## src/rtl/mips_ctrl_pkg.sv

```systemverilog
// Shared encodings for the multi-cycle MIPS control unit: FSM state codes,
// opcode/funct values, ALU operation and PC source selects, legality check.
package mips_ctrl_pkg;

    typedef enum logic [3:0] {
        S_FETCH     = 4'd0,
        S_DECODE    = 4'd1,
        S_MEM_ADDR  = 4'd2,
        S_MEM_READ  = 4'd3,
        S_MEM_WB    = 4'd4,
        S_MEM_WRITE = 4'd5,
        S_EXECUTE   = 4'd6,
        S_R_WB      = 4'd7,
        S_BRANCH    = 4'd8,
        S_JUMP      = 4'd9,
        S_HALT      = 4'd10
    } state_t;

    localparam logic [5:0] OP_R   = 6'd0;
    localparam logic [5:0] OP_J   = 6'd2;
    localparam logic [5:0] OP_BEQ = 6'd4;
    localparam logic [5:0] OP_LW  = 6'd35;
    localparam logic [5:0] OP_SW  = 6'd43;

    localparam logic [5:0] FN_ADD = 6'd32;
    localparam logic [5:0] FN_SUB = 6'd34;
    localparam logic [5:0] FN_AND = 6'd36;
    localparam logic [5:0] FN_OR  = 6'd37;

    localparam logic [1:0] ALU_ADD   = 2'b00;
    localparam logic [1:0] ALU_SUB   = 2'b01;
    localparam logic [1:0] ALU_FUNCT = 2'b10;

    localparam logic [1:0] PC_ALU    = 2'b00;
    localparam logic [1:0] PC_ALUOUT = 2'b01;
    localparam logic [1:0] PC_JUMP   = 2'b10;

    // ALU B operand selects: register, constant 4, sign-ext imm, shifted imm
    localparam logic [1:0] SRCB_REG  = 2'b00;
    localparam logic [1:0] SRCB_FOUR = 2'b01;
    localparam logic [1:0] SRCB_IMM  = 2'b10;
    localparam logic [1:0] SRCB_BR   = 2'b11;

    function automatic logic is_legal(input logic [5:0] op,
                                      input logic [5:0] fn);
        logic ok;
        ok = 1'b0;
        case (op)
            OP_R: begin
                case (fn)
                    FN_ADD, FN_SUB, FN_AND, FN_OR: ok = 1'b1;
                    default: ok = 1'b0;
                endcase
            end
            OP_J, OP_BEQ, OP_LW, OP_SW: ok = 1'b1;
            default: ok = 1'b0;
        endcase
        return ok;
    endfunction

endpackage

```

## src/rtl/mips_mem_wait_cnt.sv

```systemverilog
// Memory wait counter: cleared on every state entry, counts up to MEM_WAIT.
// Ports: clk, rst (async active-low), load (state entry), done (count reached).
module mips_mem_wait_cnt #(
    parameter int unsigned MEM_WAIT = 0
) (
    input  logic clk,
    input  logic rst,
    input  logic load,
    output logic done
);

    localparam logic [3:0] LIMIT = 4'(MEM_WAIT);

    logic [3:0] cnt_q;
    logic [3:0] cnt_d;

    assign done = (cnt_q == LIMIT);

    // Saturates at LIMIT so a long-lived state keeps done asserted.
    always_comb begin
        cnt_d = cnt_q;
        if (load) begin
            cnt_d = '0;
        end else if (!done) begin
            cnt_d = cnt_q + 4'd1;
        end
    end

    always_ff @(posedge clk or negedge rst) begin
        if (!rst) begin
            cnt_q <= '0;
        end else begin
            cnt_q <= cnt_d;
        end
    end

endmodule

```

## src/rtl/mips_multi_ctrl.sv

```systemverilog
// Multi-cycle MIPS control unit (Moore FSM) with per-access memory wait.
// Inputs: clk, rst (async active-low), opcode, funct, zero. Outputs: datapath
// enables/selects, state code, illegal pulse. Option: MIPS_CTRL_ILLEGAL_TRAP_EN.
module mips_multi_ctrl
    import mips_ctrl_pkg::*;
#(
    parameter int unsigned MEM_WAIT = 0
) (
    input  logic       clk,
    input  logic       rst,
    input  logic [5:0] opcode,
    input  logic [5:0] funct,
    input  logic       zero,
    output logic       pc_write,
    output logic       pc_write_cond,
    output logic       i_or_d,
    output logic       mem_read,
    output logic       mem_write,
    output logic       ir_write,
    output logic       mem_to_reg,
    output logic       reg_dst,
    output logic       reg_write,
    output logic       alu_src_a,
    output logic [1:0] alu_src_b,
    output logic [1:0] alu_op,
    output logic [1:0] pc_source,
    output logic [3:0] state,
    output logic       illegal
);

    state_t state_q;
    state_t state_d;
    logic   run_q;
    logic   run_d;
    logic   wait_done;
    logic   wait_load;
    logic   dec_illegal;
    logic   zero_unused;

    // Branch resolution happens in the datapath; the FSM itself ignores it.
    assign zero_unused = zero;
    assign dec_illegal = !is_legal(opcode, funct);
    assign state       = state_q;

    // run_q holds off the first FETCH until the first edge after release,
    // so a partial cycle between release and the edge never counts.
    assign wait_load = !run_q || (state_d != state_q);

    mips_mem_wait_cnt #(
        .MEM_WAIT (MEM_WAIT)
    ) u_wait (
        .clk  (clk),
        .rst  (rst),
        .load (wait_load),
        .done (wait_done)
    );

    always_comb begin
        state_d = state_q;
        run_d   = 1'b1;
        if (!run_q) begin
            state_d = S_FETCH;
        end else begin
            unique case (state_q)
                S_FETCH: begin
                    if (wait_done) state_d = S_DECODE;
                end
                S_DECODE: begin
                    if (dec_illegal) begin
`ifdef MIPS_CTRL_ILLEGAL_TRAP_EN
                        state_d = S_HALT;
`else
                        state_d = S_FETCH;
`endif
                    end else begin
                        case (opcode)
                            OP_LW, OP_SW: state_d = S_MEM_ADDR;
                            OP_R:         state_d = S_EXECUTE;
                            OP_BEQ:       state_d = S_BRANCH;
                            OP_J:         state_d = S_JUMP;
                            default:      state_d = S_FETCH;
                        endcase
                    end
                end
                S_MEM_ADDR: begin
                    state_d = (opcode == OP_LW) ? S_MEM_READ : S_MEM_WRITE;
                end
                S_MEM_READ: begin
                    if (wait_done) state_d = S_MEM_WB;
                end
                S_MEM_WRITE: begin
                    if (wait_done) state_d = S_FETCH;
                end
                S_EXECUTE: state_d = S_R_WB;
                S_MEM_WB, S_R_WB,
                S_BRANCH, S_JUMP: state_d = S_FETCH;
                S_HALT: begin
`ifdef MIPS_CTRL_ILLEGAL_TRAP_EN
                    state_d = S_HALT;
`else
                    state_d = S_FETCH;
`endif
                end
                default: state_d = S_FETCH;
            endcase
        end
    end

    always_comb begin
        pc_write      = 1'b0;
        pc_write_cond = 1'b0;
        i_or_d        = 1'b0;
        mem_read      = 1'b0;
        mem_write     = 1'b0;
        ir_write      = 1'b0;
        mem_to_reg    = 1'b0;
        reg_dst       = 1'b0;
        reg_write     = 1'b0;
        alu_src_a     = 1'b0;
        alu_src_b     = SRCB_REG;
        alu_op        = ALU_ADD;
        pc_source     = PC_ALU;
        illegal       = 1'b0;
        unique case (state_q)
            S_FETCH: begin
                mem_read  = 1'b1;
                alu_src_b = SRCB_FOUR;
                ir_write  = wait_done;
                pc_write  = wait_done;
            end
            S_DECODE: begin
                alu_src_b = SRCB_BR;
                illegal   = dec_illegal;
            end
            S_MEM_ADDR: begin
                alu_src_a = 1'b1;
                alu_src_b = SRCB_IMM;
            end
            S_MEM_READ: begin
                mem_read = 1'b1;
                i_or_d   = 1'b1;
            end
            S_MEM_WB: begin
                reg_write  = 1'b1;
                mem_to_reg = 1'b1;
            end
            S_MEM_WRITE: begin
                mem_write = 1'b1;
                i_or_d    = 1'b1;
            end
            S_EXECUTE: begin
                alu_src_a = 1'b1;
                alu_op    = ALU_FUNCT;
            end
            S_R_WB: begin
                reg_write = 1'b1;
                reg_dst   = 1'b1;
            end
            S_BRANCH: begin
                alu_src_a     = 1'b1;
                alu_op        = ALU_SUB;
                pc_write_cond = 1'b1;
                pc_source     = PC_ALUOUT;
            end
            S_JUMP: begin
                pc_write  = 1'b1;
                pc_source = PC_JUMP;
            end
            default: begin
            end
        endcase
        // run_q drops asynchronously with rst, so this also covers reset.
        if (!run_q) begin
            pc_write      = 1'b0;
            pc_write_cond = 1'b0;
            ir_write      = 1'b0;
            reg_write     = 1'b0;
            mem_write     = 1'b0;
            illegal       = 1'b0;
        end
    end

    always_ff @(posedge clk or negedge rst) begin
        if (!rst) begin
            state_q <= S_FETCH;
            run_q   <= 1'b0;
        end else begin
            state_q <= state_d;
            run_q   <= run_d;
        end
    end

endmodule
```

## config.mk

```make
export PLATFORM = sky130hd
export DESIGN_NAME = mips_multi_ctrl
export DESIGN_NICKNAME = d
export VERILOG_FILES = /design/src/rtl/mips_ctrl_pkg.sv /design/src/rtl/mips_mem_wait_cnt.sv /design/src/rtl/mips_multi_ctrl.sv
export SDC_FILE = /design/constraint.sdc
export NUM_CORES = 1
export LEC_CHECK = 0
export ABC_AREA = 1
export CORE_MARGIN = 2
export CORE_UTILIZATION = 38
export CTS_BUF_LIST = sky130_fd_sc_hd__clkbuf_4
export CTS_CLUSTER_DIAMETER = 60
export CTS_CLUSTER_SIZE = 40
export DETAILED_ROUTE_END_ITERATION = 16
export HOLD_SLACK_MARGIN = 0.05
export PLACE_DENSITY = 0.78
export SETUP_SLACK_MARGIN = 0.5
export SLEW_MARGIN = 20
export SYNTH_ARGS = -nofsm -noshare
export SYNTH_HDL_FRONTEND = slang
export SYNTH_SLANG_ARGS = --single-unit
```

## constraint.sdc

```tcl
create_clock -name clk -period 1.25 [get_ports clk]
set_input_delay 0.1875 -clock clk [delete_from_list [all_inputs] [get_ports clk]]
set_output_delay 0.1875 -clock clk [all_outputs]
set_load 0.1 [all_outputs]
```

==> flow_summary_export.csv, run 1 <==
group,metric,value,unit
logic_synthesis,synth.distinct_cells,19,
clock_network,clockRootBuffer,"clkbuf_4",
run_status,outcome,"did not finish",
placement,gp_congestion,0.884,
run_status,stop_stage,"4_1_cts",
floorplan,die_h,48.8,µm
floorplan,fp-row-count,16,
logic_synthesis,synthCells,127,
logic_synthesis,ys_ff_latch,9,
clock_network,cts_resized,65,
placement,io_buffers,34,
run_status,error,"[ERROR DPL-0038] Utilization greater than 100%, impossible to legalize",
clock_network,numCtsBuffers,3,
clock_network,cts_hold_buf,0,
floorplan,num_io_pins,36,
clock_network,postCtsSetupBuffers,14,
floorplan,initial_utilization,39.6,%
logic_synthesis,synthesis.area,762,µm²
logic_synthesis,avgSynthCellArea,6.00,µm²
clock_network,cts.path.max_buffers,2,
clock_network,cts-htree-levels,1,
logic_synthesis,synthesis.nets,144,
logic_synthesis,ys_seq_area_share,29.6,%
clock_network,numClockSinks,9,
logic_synthesis,ys.warnings.count,0,
placement,hpwl,3.73,mm
floorplan,die_x,48.8,µm
## kinds of logic after synthesis
logic type	share of synthesized area (%)
AOI/OAI and AO/OA	5.75
and+or+nand+nor	45.8
buffers and inverters	12.8
adders and majority gates	3.28
other	0.492
DFF	29.6
xor gates and xnor gates	2.30
## through the flow
step / setup slack (ns) / cell area [µm²] / cells / utilization (%)
after floorplan: -1.30 / 937 / 127 / -
after global placement: -0.492 / 1840 / 230 / 95.6
after detailed placement: -0.741 / 1840 / 230 / 95.6
## cells in the mapped netlist, drive strengths merged
| cell | instances | share of area (%) |
|---|---|---|
| a21oi | 3 | 2.0 |
| a31oi | 3 | 2.5 |
| conb | 1 | 0.49 |
| dfrtp | 9 | 30 |
| ha | 2 | 3.3 |
| inv | 26 | 13 |
| nand2 | 29 | 16 |
| nand3 | 9 | 7.2 |
| nand3b | 1 | 0.99 |
| nand4 | 1 | 0.82 |
| nor2 | 33 | 17 |
| nor3 | 6 | 3.9 |
| o21ai | 2 | 1.3 |
| xnor2 | 1 | 1.1 |
| xor2 | 1 | 1.1 |
==> run 2, diff against run 1 <==
==> config.mk (replaced) <==
export PLATFORM = sky130hd
export DESIGN_NAME = mips_multi_ctrl
export DESIGN_NICKNAME = d
export VERILOG_FILES = /design/src/rtl/mips_ctrl_pkg.sv /design/src/rtl/mips_mem_wait_cnt.sv /design/src/rtl/mips_multi_ctrl.sv
export SDC_FILE = /design/constraint.sdc
export NUM_CORES = 1
export LEC_CHECK = 0
export ABC_AREA = 1
export CORE_AREA = 2 2 63 65
export DETAILED_ROUTE_END_ITERATION = 16
export DIE_AREA = 0 0 65 67
export PLACE_DENSITY_LB_ADDON = 0.15
export SLEW_MARGIN = 20
export SYNTH_ARGS = -nofsm -noshare
export SYNTH_HDL_FRONTEND = slang
export SYNTH_SLANG_ARGS = --single-unit
==> constraint.sdc (replaced) <==
create_clock -name clk -period 1.6 [get_ports clk]
set_input_delay 0.24 -clock clk [delete_from_list [all_inputs] [get_ports clk]]
set_output_delay 0.24 -clock clk [all_outputs]
set_load 0.1 [all_outputs]
==> run 2 against run 1 <==
The flow now finishes, with violations (setup timing). Synthesized cell count unchanged. Synthesized area unchanged.
==> flow_summary_export.csv, run 2 <==
group,metric,value,unit
worst_setup_path,slowest_delay,0.53,ns
clock_network,cts_hold_buf,0,
power,clkPwrFrac,14.6,%
logic_synthesis,ys_ff_latch,9,
power,switchingPower,854,µW
route,drc_errors,0,
route,drt_iter0_markers,16,
timing,setup_violations,13,
timing,rsz0062_at_grt,"yes",
global_routing,antenna_found_initial,0,
global_routing,track_usage,14.0,%
layout,drive_above_1_share,59.7,%
global_routing,grt_start_max_net_pins,10,
timing,holdWs,0.304,ns
logic_synthesis,synth_mux_area_share,0,%
logic_synthesis,synthCells,127,
logic_synthesis,avgSynthCellArea,6.00,µm²
clock_network,numClockSinks,9,
logic_synthesis,netlist.area_leader.share,29.6,%
route,wl_per_cell,11.2,µm
logic_synthesis,synth-xor-area-share,2.30,%
job,cap_violations,0,
clock_network,cts_tree,"yes",
worst_setup_path,cpMaxStageDelayCell,"dfrtp_4",
logic_synthesis,synth-edff-count,0,
floorplan,die_x,65,µm
worst_setup_path,critPathArrivalTime,1.49,ns
timing,hold_violations,0,
global_routing,gr-total-overflow,0,
worst_setup_path,cp.required,1.36,ns
logic_synthesis,synth_common_cells,"nor2_1 (30), inv_1 (25), nand2_1 (25), dfrtp_1 (9), nand3_1 (7)",
logic_synthesis,synthArstFlopShare,100,%
power,power.internal,952,µW
clock_network,clk_pin_slew_worst_paths,0.04,ns
timing,fmax,0.578,GHz
clock_network,clk_latency,0.23,ns
worst_setup_path,crit_fanout,5,
timing,slew_violations,0,
timing,min_period,1.73,ns
floorplan,die_h,67,µm
route,ant_nets,0,
layout,finalNetCount,224,
route,viasPerCell,4.15,
floorplan,fp-row-count,22,
route,wl,2.86,mm
placement,hpwl,2.29,mm
layout,layout_commonest_cell,"buf_4",
power,seqPwrFrac,15.9,%
global_routing,grt_pass1_vias,1079,
logic_synthesis,synth.distinct_cells,19,
timing,post-route-period-util,108,%
layout,syn_to_final_growth,167,%
route,firstDrtPassIters,4,
floorplan,die_area,4360,µm²
clock_network,cts-htree-levels,1,
logic_synthesis,synth-compound-area-share,5.75,%
logic_synthesis,synth_fa_ha_area_share,3.28,%
floorplan,core_area,3610,µm²
floorplan,num_io_pins,36,
power,p_leak,0.000948,µW
global_routing,grt_pass1_wl,4.70,mm
timing,setup_ws,-0.130,ns
worst_setup_path,cp-start-kind,"flop",
layout,antennaDiodeCount,0,
logic_synthesis,synth.most_common_cell,"nor2_1",
placement,place_ws,-0.315,ns
logic_synthesis,ys_top_cells_by_area,"dfrtp_1 (30%), nor2_1 (15%), inv_1 (12%)",
placement,io_buffers,34,
power,sw_frac_of_total,47.3,%
power,p_per_area,886,nW/µm²
logic_synthesis,synthesis.nets,144,
placement,gp_congestion,0.805,
logic_synthesis,synth_ff_type,"dfrtp_1",
logic_synthesis,synthSimpleGateAreaFrac,45.8,%
hold_path,hold_class,"in -> async",
logic_synthesis,ys.warnings.count,0,
power,power,1810,µW
logic_synthesis,ys_seq_area_share,29.6,%
clock_network,numCtsBuffers,3,
run_status,violations,"setup timing",
power,ir_drop,0.433,mV
timing,skew,0.00234,ns
layout,final_cell_mix,"buf_4 (35), buf_12 (21), inv_1 (18)",
timing,finalSetupTns,-0.957,ns
logic_synthesis,synth_top_area_cell,"dfrtp_1",
power,pwr-share-comb,69.5,%
clock_network,cts.path.max_buffers,2,
route,routed-via-count,1054,
floorplan,initial_utilization,21.1,%
clock_network,clockRootBuffer,"clkbuf_8",
run_status,outcome,"finished with violations",
worst_setup_path,crit_type,"reg -> out",
logic_synthesis,synthesis.area,762,µm²
worst_setup_path,crit_path_end_kind,"output pin",
worst_setup_path,crit_chain,"buf_6 > nor3_4 > nor2_2 > nor2_4 > buf_12",
logic_synthesis,synth_top_family_by_area,"simple AND/OR/NAND/NOR gates",
[run 2: stage by stage]
step                instance area (µm²)  std cells  utilization, %
floorplan                           923        127               -
global placement                   1740        237            48.4
detailed placement                 1740        237            48.4
CTS                                1960        250            54.3
global route                       2040        254            56.5
finish                             2040        254            56.5
[run 2: path summary, 6_finish.rpt]
kind / start / to / slack, ns / cells past startpoint
setup / recovery: state[2] / pc_write / -0.13 / 5
hold / removal: rst / u_wait.cnt_q[1] / 0.30 / 1
setup reg to reg: state[0] / u_wait.cnt_q[3] / 0 / 11
hold reg to reg: u_wait.cnt_q[0] / u_wait.cnt_q[0] / 0.53 / 2
max in group asynchronous: rst / state[3] / 0.97 / 1
min in group clk: u_wait.cnt_q[0] / u_wait.cnt_q[0] / 0.53 / 2
[run 2: repair_timing]
item | CTS | global route
pin swaps | 15 | 8
setup buffers | 9 | 4
hold endpoints to repair | 0 | 0
setup endpoints to repair | 18 | 21
resized for setup | 39 | 14
[run 2: final cells by class]
| cell class | instances | area [µm²] |
|---|---|---|
| fill | 325 | 1570 |
| timing repair buffer | 75 | 876 |
| multi-input combinational | 92 | 706 |
| sequential | 9 | 240 |
| inverter | 26 | 111 |
| tap | 48 | 60.1 |
| clock buffer | 4 | 45.0 |
[run 2: layer usage]
layer / global-route usage [%] / vias to the layer above / share of wire, %
li1: - / 549 / -
met1: 13.8 / 476 / 36
met2: 29.1 / 24 / 58
met3: 1.69 / 5 / 3.7
met4: 5.32 / 0 / 1.3
met5: 0 / - / 0
[run 2: cell families after synthesis]
| kind of cell | count (synthesis) |
|---|---|
| compound gates | 8 |
| xor+xnor | 2 |
| fa+ha+maj | 2 |
| buf+inv | 26 |
| flops | 9 |
| other cells | 1 |
| simple gates | 79 |
[run 2: power groups by stage]
stage	combinational, µW	sequential [µW]	clock, µW
after detailed placement	1050	292	0
after global routing	1330	291	281
after floorplan	567	351	0
after global placement	1040	289	0
final	1250	288	264
after CTS	1220	287	272
[run 2: worst max-delay path, delay by kind of cell, from the launching register on]
family                 cells  cell delay [ns]
buffers and inverters      2             0.34
and+or+nand+nor            3             0.39
DFF                        1             0.53
Note: power is estimated with default switching activity, not from simulation.
